$ cat config.mk
export PLATFORM = sky130hd
export DESIGN_NAME = draw_fsm_circle_pipe
export DESIGN_NICKNAME = d
export VERILOG_FILES = /design/src/rtl/draw_fsm_circle_pipe.sv
export SDC_FILE = /design/constraint.sdc
export NUM_CORES = 2
export LEC_CHECK = 0
export BUFFER_PORTS_ARGS = -buffer_cell sky130_fd_sc_hd__buf_2
export CAP_MARGIN = 20
export CORE_MARGIN = 2
export CORE_UTILIZATION = 60
export DETAILED_ROUTE_END_ITERATION = 6
export PLACE_DENSITY = 0.77
export SYNTH_ARGS = -nofsm -noshare
export SYNTH_HDL_FRONTEND = slang
export SYNTH_SLANG_ARGS = --single-unit
$ cat constraint.sdc
create_clock -name clk -period 9.88 [get_ports clk]
set_clock_uncertainty 0.2 [all_clocks]
set_input_delay 1.482 -clock clk [delete_from_list [all_inputs] [get_ports clk]]
set_output_delay 1.482 -clock clk [all_outputs]
set_load 0.05 [all_outputs]
$ cat src/rtl/draw_fsm_circle_pipe.sv
// -----------------------------------------------------------------------------
// draw_fsm_circle_pipe
//
// Pipelined circle painter for an 800x525 VGA scan. For every scan position it
// produces the framebuffer address (v*800 + h) and a pixel colour. The colour
// is either a filled disc or a ring of THICK pixels. The ring's outer edge is
// the radius.
//
// Centre, radius, mode and colour arrive over a valid/ready handshake into a
// one-entry pending slot. The slot is promoted to the active set only when
// scan position (0,0) enters the pipeline, so a frame is never torn.
//
// Pipeline (3 clocks, addr and data_out aligned):
//   S1: offsets from centre, address, visible-window flag, radius squares
//   S2: squared distance
//   S3: hit test and colour select
//
// Ports:
//   clk                         pixel clock
//   rst_n                       synchronous active-low reset
//   horizontal_actual_position  H count 0..799
//   vertical_actual_position    V count 0..524
//   cfg_valid / cfg_ready       configuration handshake (ready = pending slot empty)
//   cfg_x, cfg_y, cfg_radius, cfg_mode, cfg_color   offered configuration
//   cfg_applied                 one-cycle pulse when pending becomes active
//   addr                        v*800 + h of the pixel on data_out
//   data_out                    pixel colour
//
// Optional build macro: CIRCLE_BLINK_EN. When it is defined, the circle blinks.
// Each hidden or shown phase lasts BLINK_FRAMES frame starts.
// -----------------------------------------------------------------------------
module draw_fsm_circle_pipe #(
    parameter int                 COLOR_W      = 12,
    parameter int                 X0_INIT      = 464,
    parameter int                 Y0_INIT      = 275,
    parameter int                 R_INIT       = 10,
    parameter int                 THICK        = 2,
    parameter logic [COLOR_W-1:0] COLOR_INIT   = 12'hF00,
    parameter logic [COLOR_W-1:0] BG_COLOR     = 12'h000,
    parameter int                 BLINK_FRAMES = 30
) (
    input  logic               clk,
    input  logic               rst_n,
    input  logic [15:0]        horizontal_actual_position,
    input  logic [15:0]        vertical_actual_position,
    input  logic               cfg_valid,
    output logic               cfg_ready,
    input  logic [15:0]        cfg_x,
    input  logic [15:0]        cfg_y,
    input  logic [9:0]         cfg_radius,
    input  logic               cfg_mode,
    input  logic [COLOR_W-1:0] cfg_color,
    output logic               cfg_applied,
    output logic [18:0]        addr,
    output logic [COLOR_W-1:0] data_out
);

    localparam logic [9:0] THICK_L = 10'(THICK);

    // Active and pending configuration sets
    logic [15:0]        act_x_q, act_x_d, act_y_q, act_y_d;
    logic [9:0]         act_r_q, act_r_d;
    logic               act_mode_q, act_mode_d;
    logic [COLOR_W-1:0] act_color_q, act_color_d;
    logic               pend_full_q, pend_full_d;
    logic [15:0]        pend_x_q, pend_x_d, pend_y_q, pend_y_d;
    logic [9:0]         pend_r_q, pend_r_d;
    logic               pend_mode_q, pend_mode_d;
    logic [COLOR_W-1:0] pend_color_q, pend_color_d;
    logic               applied_q, applied_d;

    // Stage 1
    logic signed [16:0] s1_dx_q, s1_dx_d, s1_dy_q, s1_dy_d;
    logic [18:0]        s1_addr_q, s1_addr_d;
    logic               s1_vis_q, s1_vis_d;
    logic [19:0]        s1_rr_q, s1_rr_d, s1_ri_q, s1_ri_d;
    logic               s1_ring_q, s1_ring_d;
    logic [COLOR_W-1:0] s1_color_q, s1_color_d;

    // Stage 2
    logic [34:0]        s2_sq_q, s2_sq_d;
    logic [18:0]        s2_addr_q, s2_addr_d;
    logic               s2_vis_q, s2_vis_d;
    logic [19:0]        s2_rr_q, s2_rr_d, s2_ri_q, s2_ri_d;
    logic               s2_ring_q, s2_ring_d;
    logic [COLOR_W-1:0] s2_color_q, s2_color_d;

    // Stage 3 (outputs)
    logic [18:0]        addr_q, addr_d;
    logic [COLOR_W-1:0] data_q, data_d;

    logic               frame_start, cfg_fire, apply, blink_vis, in_window, hit;
    logic [9:0]         r_inner;
    logic signed [33:0] dx_ext, dy_ext, dx_sq, dy_sq;

    assign frame_start = (horizontal_actual_position == 16'd0) &&
                         (vertical_actual_position == 16'd0);
    assign cfg_fire    = cfg_valid && !pend_full_q;
    // A fire and an apply never coincide: fire needs an empty slot, apply a full one.
    assign apply       = frame_start && pend_full_q;

    assign in_window = (horizontal_actual_position >= 16'd144) &&
                       (horizontal_actual_position <= 16'd783) &&
                       (vertical_actual_position   >= 16'd35)  &&
                       (vertical_actual_position   <= 16'd514);

    assign r_inner = act_r_q - THICK_L;   // only consumed when the ring is non-degenerate
    assign dx_ext  = 34'(s1_dx_q);
    assign dy_ext  = 34'(s1_dy_q);
    assign dx_sq   = dx_ext * dx_ext;
    assign dy_sq   = dy_ext * dy_ext;
    assign hit     = (s2_sq_q <= 35'(s2_rr_q)) && (!s2_ring_q || (s2_sq_q > 35'(s2_ri_q)));

`ifdef CIRCLE_BLINK_EN
    localparam int             BCW        = (BLINK_FRAMES < 2) ? 1 : $clog2(BLINK_FRAMES);
    localparam logic [BCW-1:0] BLINK_LAST = BCW'(BLINK_FRAMES - 1);
    logic [BCW-1:0] blink_cnt_q, blink_cnt_d;
    logic           blink_vis_q, blink_vis_d;
    assign blink_vis = blink_vis_q;

    always_comb begin
        blink_cnt_d = blink_cnt_q;
        blink_vis_d = blink_vis_q;
        if (apply) begin
            // A freshly applied configuration is always shown at once
            blink_cnt_d = '0;
            blink_vis_d = 1'b1;
        end else if (frame_start) begin
            if (blink_cnt_q == BLINK_LAST) begin
                blink_cnt_d = '0;
                blink_vis_d = !blink_vis_q;
            end else begin
                blink_cnt_d = blink_cnt_q + 1'b1;
            end
        end
    end

    always_ff @(posedge clk) begin
        if (!rst_n) begin
            blink_cnt_q <= '0;
            blink_vis_q <= 1'b1;
        end else begin
            blink_cnt_q <= blink_cnt_d;
            blink_vis_q <= blink_vis_d;
        end
    end
`else
    // Blinking is not built in, so the circle is always shown.
    // BLINK_FRAMES is referenced only so that it stays a live parameter.
    assign blink_vis = (BLINK_FRAMES >= 0) || 1'b1;
`endif

    always_comb begin
        act_x_d      = act_x_q;
        act_y_d      = act_y_q;
        act_r_d      = act_r_q;
        act_mode_d   = act_mode_q;
        act_color_d  = act_color_q;
        pend_full_d  = pend_full_q;
        pend_x_d     = pend_x_q;
        pend_y_d     = pend_y_q;
        pend_r_d     = pend_r_q;
        pend_mode_d  = pend_mode_q;
        pend_color_d = pend_color_q;
        applied_d    = apply;

        if (apply) begin
            act_x_d     = pend_x_q;
            act_y_d     = pend_y_q;
            act_r_d     = pend_r_q;
            act_mode_d  = pend_mode_q;
            act_color_d = pend_color_q;
            pend_full_d = 1'b0;
        end else if (cfg_fire) begin
            pend_x_d     = cfg_x;
            pend_y_d     = cfg_y;
            pend_r_d     = cfg_radius;
            pend_mode_d  = cfg_mode;
            pend_color_d = cfg_color;
            pend_full_d  = 1'b1;
        end

        // S1 uses the active set as registered. The pixel at (0,0) therefore
        // still sees the old set, and the new set starts with the next pixel.
        s1_dx_d    = $signed({1'b0, horizontal_actual_position}) - $signed({1'b0, act_x_q});
        s1_dy_d    = $signed({1'b0, vertical_actual_position})   - $signed({1'b0, act_y_q});
        s1_addr_d  = 19'(vertical_actual_position) * 19'd800 + 19'(horizontal_actual_position);
        s1_vis_d   = in_window && blink_vis;
        s1_rr_d    = 20'(act_r_q) * 20'(act_r_q);
        // A ring at least as thick as the radius is simply the filled disc
        s1_ring_d  = act_mode_q && (act_r_q > THICK_L);
        s1_ri_d    = 20'(r_inner) * 20'(r_inner);
        s1_color_d = act_color_q;

        s2_sq_d    = 35'($unsigned(dx_sq)) + 35'($unsigned(dy_sq));
        s2_addr_d  = s1_addr_q;
        s2_vis_d   = s1_vis_q;
        s2_rr_d    = s1_rr_q;
        s2_ri_d    = s1_ri_q;
        s2_ring_d  = s1_ring_q;
        s2_color_d = s1_color_q;

        addr_d = s2_addr_q;
        data_d = (s2_vis_q && hit) ? s2_color_q : BG_COLOR;
    end

    always_ff @(posedge clk) begin
        if (!rst_n) begin
            act_x_q      <= 16'(X0_INIT);
            act_y_q      <= 16'(Y0_INIT);
            act_r_q      <= 10'(R_INIT);
            act_mode_q   <= 1'b0;
            act_color_q  <= COLOR_INIT;
            pend_full_q  <= 1'b0;
            pend_x_q     <= '0;
            pend_y_q     <= '0;
            pend_r_q     <= '0;
            pend_mode_q  <= 1'b0;
            pend_color_q <= '0;
            applied_q    <= 1'b0;
            s1_dx_q      <= '0;
            s1_dy_q      <= '0;
            s1_addr_q    <= '0;
            s1_vis_q     <= 1'b0;
            s1_rr_q      <= '0;
            s1_ri_q      <= '0;
            s1_ring_q    <= 1'b0;
            s1_color_q   <= BG_COLOR;
            s2_sq_q      <= '0;
            s2_addr_q    <= '0;
            s2_vis_q     <= 1'b0;
            s2_rr_q      <= '0;
            s2_ri_q      <= '0;
            s2_ring_q    <= 1'b0;
            s2_color_q   <= BG_COLOR;
            addr_q       <= '0;
            data_q       <= BG_COLOR;
        end else begin
            act_x_q      <= act_x_d;
            act_y_q      <= act_y_d;
            act_r_q      <= act_r_d;
            act_mode_q   <= act_mode_d;
            act_color_q  <= act_color_d;
            pend_full_q  <= pend_full_d;
            pend_x_q     <= pend_x_d;
            pend_y_q     <= pend_y_d;
            pend_r_q     <= pend_r_d;
            pend_mode_q  <= pend_mode_d;
            pend_color_q <= pend_color_d;
            applied_q    <= applied_d;
            s1_dx_q      <= s1_dx_d;
            s1_dy_q      <= s1_dy_d;
            s1_addr_q    <= s1_addr_d;
            s1_vis_q     <= s1_vis_d;
            s1_rr_q      <= s1_rr_d;
            s1_ri_q      <= s1_ri_d;
            s1_ring_q    <= s1_ring_d;
            s1_color_q   <= s1_color_d;
            s2_sq_q      <= s2_sq_d;
            s2_addr_q    <= s2_addr_d;
            s2_vis_q     <= s2_vis_d;
            s2_rr_q      <= s2_rr_d;
            s2_ri_q      <= s2_ri_d;
            s2_ring_q    <= s2_ring_d;
            s2_color_q   <= s2_color_d;
            addr_q       <= addr_d;
            data_q       <= data_d;
        end
    end

    assign cfg_ready   = !pend_full_q;
    assign cfg_applied = applied_q;
    assign addr        = addr_q;
    assign data_out    = data_q;

endmodule

Word level (Yosys, flattened, before mapping) --
Index checks and enable logic that the tools add are counted.
Storage, ports and cells: output and inout bits 33, word-level logic and storage cells 65, bits in registers 358
Operators by class: magnitude comparators 7, reductions and logical operators 17, multipliers 5, bitwise logic cells 2, add/subtract/negate cells 5
Operator list (count):
- $mul A17 B17 Y34 | 2
- $mul A10 B10 Y20 | 2
- $add A34 B34 Y35 | 1
- $gt A35 B20 Y1 | 1
- $le A35 B20 Y1 | 1
- $sub A16 B16 Y17 | 2
- $le A16 B10 Y1 const B | 2
- $logic_not A16 Y1 | 2
- $add A19 B16 Y19 | 1
- $ge A16 B6 Y1 const B | 1
- $ge A16 B8 Y1 const B | 1
- $mul A16 B5 Y14 const B | 1
- $gt A10 B2 Y1 const B | 1
- $sub A10 B2 Y10 const B | 1
- $logic_and A1 B1 Y1 | 9
- $reduce_and A2 Y1 | 2
- $logic_not A1 Y1 | 2
- $not A1 Y1 | 2
- $reduce_or A2 Y1 | 1
- $logic_or A1 B1 Y1 | 1

Logic depth before layout (Yosys ltp) --
depth in word-level cells 5, depth in mapped cells 34

Worst setup path before layout --
No wires, ideal clock.
kind register to register, from register s1_dx_q[5], to register s2_sq_q[27], setup time 131 ps, path slack 2116 ps, period minus slack after synthesis 7764 ps, data arrival time 7432 ps, cell stages (with the launch flop) 32, cell sequence dfxtp_1 > clkbuf_1 > clkbuf_1 > nand2_1 > fa_1 > inv_1 > fa_1 > inv_1 > fa_1 > inv_1 > fa_1 > fa_1 > inv_1 > fa_1 > inv_1 > ha_1 > and2_1 > a211oi_1 > a21bo_1 > a211o_2 > a21o_1 > a21oi_1 > xnor2_1 > ha_1 > a21o_1 > a21o_1 > nor3_1 > nand3_1 > a31oi_1 > o21bai_1 > a211oi_1 > nor3_1
On the way: longest elaborated chain between the ends 2
RTL lines:
- start, declared | line 73 | logic signed [16:0] s1_dx_q, s1_dx_d, s1_dy_q, s1_dy_d;
- start signal, assigned | line 221 | s1_dx_q <= '0;
- start signal, assigned | line 251 | s1_dx_q <= s1_dx_d;
- $mul A17 B17 Y34 | line 110 | assign dx_sq = dx_ext * dx_ext;
- $add A34 B34 Y35 | line 195 | s2_sq_d = 35'($unsigned(dx_sq)) + 35'($unsigned(dy_sq));
- end signal, assigned | line 259 | s2_sq_q <= s2_sq_d;
- end, declared | line 81 | logic [34:0] s2_sq_q, s2_sq_d;
Every way passes these cells. A chain may end at the register's enable or synchronous reset.

Worst setup path in the final report --
from register s1_dx_q[5], to register s2_sq_q[32]
The elaborated chain is that of the path after synthesis.

==> metrics <==
largest net degree at the start of global routing=133; power per cell area=between 200 and 300 nW/um2; GRT Overall Usage=0.270; max-slew violation count=0; slowest stage delay, CP=~0.95 ns; TritonCTS clock tree=done; CP arrival=~8.9 ns; die width=around 260 um; RSZ-0062 raised after global routing=no; Clock Latency Late Sink=0.57 ns; detailed-route DRC error count=0; Fin. Hold Viols=0; die area=69500 um2; CTS Hold Bufs=0; Cell Rows=between 90 and 100; Setup TNS Final=0 ns; Hold Path Class=flip-flop to flip-flop; most frequent CP cell=fa_1; Placed Cells=roughly 5400; initial antenna violation count=0; Synthesis Warnings=0; top_reg_cell synth=dfxtp_1; Simple-Gate Fraction of Synth Area=0.146; post-layout total power=between 10 and 15 mW; worst-margin pin slew=between 1 and 1.5 ns; critical path startpoint category=flip-flop; non-filler cells, final=roughly 5400; routed wire length=between 90000 and 100000 um; # fillers=between 5000 and 6000; setup slack at placement=1.36 ns; post-synthesis xor/xnor area fraction=0.0407; crit path capture type=flip-flop; register area share after synthesis=0.174; starting density of the core=0.604; Pleak=about 22 nW; ant diodes=0; DRT antenna net count=0; data required time at the worst endpoint=around 10 ns; FMAX=116 MHz; CP startpoint=s1_dx_q[5]; Netlist Area Pre-Place=around 40000 um2; drt pass-1 iters=6; clock buffer depth=3; Post-synth EDFFs=0; core area=66900 um2; largest family of logic cells by synthesized area=adder cells; relative slew slack=0.320; gpl congestion=between 0.9 and 1; CTS H-Tree Depth=2; Mean Syn Cell Area=9.01 um2; Ports=123; status=completed; Synth Net Count=5646; post-DP HPWL=73300 um; wire per inst=roughly 17 um; vias in the first global route=~30000; Mapped Cells=~4500; Peak VDD IR=between 0.0002 and 0.0003 V; Die Span Y=between 200 and 300 um; CP max FO=19; Clock Pin Slew Worst Setup and Hold Paths=about 0.06 ns; layout cells sized above 1=0.0521; grt total ovfl=0; Final Critical Period=approximately 8.6 ns; nets=between 5000 and 6000; ys async rst share=0; Hold Crit Start=s2_color_q[2]; post-synthesis compound-gate area fraction=0.0861; Clock Tree Root=clkbuf_16; global-route wire length before repair=roughly 150000 um; post-CTS sizing=0; r2r startpoint=s1_dx_q[5]; vias per cell=between 5 and 6; distinct cell type count after synthesis=~70; CTS buffer count=39; Slowest-stage cell, CP=dfxtp_1; Adder-Cell Fraction of Synth Area=0.450; final worst-path cycle share=0.875; Post-CTS Repair Setup Buffers=0; mux contribution to synthesized area=0.00359; IO Port Bufs=between 100 and 150; setup ws final=around 1.2 ns; P&R area growth vs syn=6.57%; synthesis-stage register bit count=roughly 350; Final setup viols=0; vias after detailed routing=just under 30000; CTS Sinks=between 300 and 400; WS Path Type=flip-flop to flip-flop; DRT iter0 DRCs=1862; reported max-cap violation count=0
==> logic make-up after synthesis <==
| group | count (synthesis) |
|---|---|
| AND/OR/NAND/NOR | 1236 |
| buffers and inverters | 1075 |
| AO/OA/AOI/OAI | 555 |
| multiplexers | 14 |
| XOR/XNOR | 188 |
| flip-flops | 352 |
| adder cells (fa/ha/maj) | 1068 |
==> sequential cells by signal, indices dropped and copies added, names as in the netlist, 16 cells and up <==
| name | flops |
|---|---|
| s1_addr_q | 19 |
| s1_ri_q | 18 |
| s2_rr_q | 19 |
| s1_dx_q | 17 |
| s2_sq_q | 35 |
| s1_rr_q | 19 |
| pend_x_q | 16 |
| s1_dy_q | 17 |
| addr_d | 19 |
| act_x_q | 16 |
| pend_y_q | 16 |
| addr | 19 |
| s2_ri_q | 18 |
| act_y_q | 16 |
==> layout by cell type, fill, tap and decap left out, drive strengths merged, types with 18 or more instances in the layout <==
cell    Yosys  layout
inv       935     938
fa        644     644
nand2     477     477
ha        424     424
dfxtp     352     352
and2      246     246
nor2      221     221
a21oi     215     215
buf        14     144
xnor2     125     125
o21ai      89      89
a21o       77      77
xor2       63      63
nor2b      62      62
nor3       56      56
clkbuf    123      50
nand3      41      41
nand2b     36      36
a211oi     32      32
o21a       24      24
nand4      24      24
o211ai     20      20
nor4       18      18
==> cell type report <==
type / count / area [um2] / share of cell area
timing repair buffer: 144 / 803 / 0.0186
inverter: 938 / 3530 / 0.0818
clock inverter: 19 / 173 / 0.00401
multi-input combinational: 3061 / 29400 / 0.682
sequential: 352 / 7050 / 0.163
clock buffer: 50 / 1080 / 0.0250
tap: 873 / 1090 / 0.0253
==> cells in the mapped netlist (4+ instances only) <==
library cell  number  share of area
a211o_1            6         0.0013
a211oi_1          31         0.0058
a21boi_0           5        0.00093
a21o_1            76          0.014
a21oi_1          215          0.027
a31o_2             7         0.0015
a31oi_1           16         0.0025
and2_1           246          0.038
and3_1            14         0.0022
buf_1             12         0.0011
clkbuf_1         123          0.011
dfxtp_1          352           0.17
fa_1             644           0.32
ha_1             424           0.13
inv_1            935          0.087
mux2_2             4         0.0011
mux2i_1           10         0.0025
nand2_1          477          0.044
nand2b_1          36         0.0056
nand3_1           41         0.0051
nand4_1           24         0.0037
nor2_1           221          0.021
nor2b_1           61         0.0094
nor3_1            56         0.0069
nor3b_1            8         0.0015
nor4_1            18         0.0028
o2111ai_1          4        0.00087
o211ai_1          20         0.0037
o21a_1            24         0.0045
o21ai_0           86          0.011
o21bai_1          16         0.0030
o31ai_1            6         0.0011
o41ai_1            4        0.00087
or2_2              8         0.0012
or3_1             14         0.0022
or4_1              5        0.00093
xnor2_1          125          0.027
xor2_1            63          0.014
==> per-layer routing <==
metal,routed length (um),track usage
met5,0,0
met4,1960,0.0619
met3,6050,0.0390
met2,41600,0.433
met1,41100,0.389
==> path summary, 6_finish.rpt <==
check             slack, ns  cells after the start          end
setup / recovery       1.24                     28  s2_sq_q[32]
hold / removal         0.22                      2  data_out[2]
hold reg to reg        0.22                      2  data_out[2]
setup reg to reg       1.24                     28  s2_sq_q[32]
==> power breakdown <==
group / total [mW] / internal [mW] / switching [mW]
logic: 7.72 / 3.26 / 4.45
registers: 1.70 / 1.58 / 0.121
clock network: 1.42 / 0.808 / 0.615
total: 10.8 / 5.65 / 5.19
==> worst max-delay path, delay by kind of cell, from the launching register on <==
kind	cells	cell delay (ns)
flops	1	0.95
xor+xnor	1	0.10
simple gates	4	0.80
buf+inv	5	0.27
mux	1	0.19
compound gates	9	2.30
fa+ha+maj	8	3.74
==> stage by stage <==
| stage | hold WS, ns | instance area, um2 | util |
|---|---|---|---|
| after floorplan | 0.201 | 40500 | - |
| after global placement | 0.202 | 41800 | 0.625 |
| after detailed placement | 0.212 | 41800 | 0.625 |
| after CTS | 0.224 | 43100 | 0.644 |
| after global routing | 0.241 | 43100 | 0.644 |
| final | 0.223 | 43100 | 0.644 |
No activity file was read; power rests on OpenSTA's default activity.
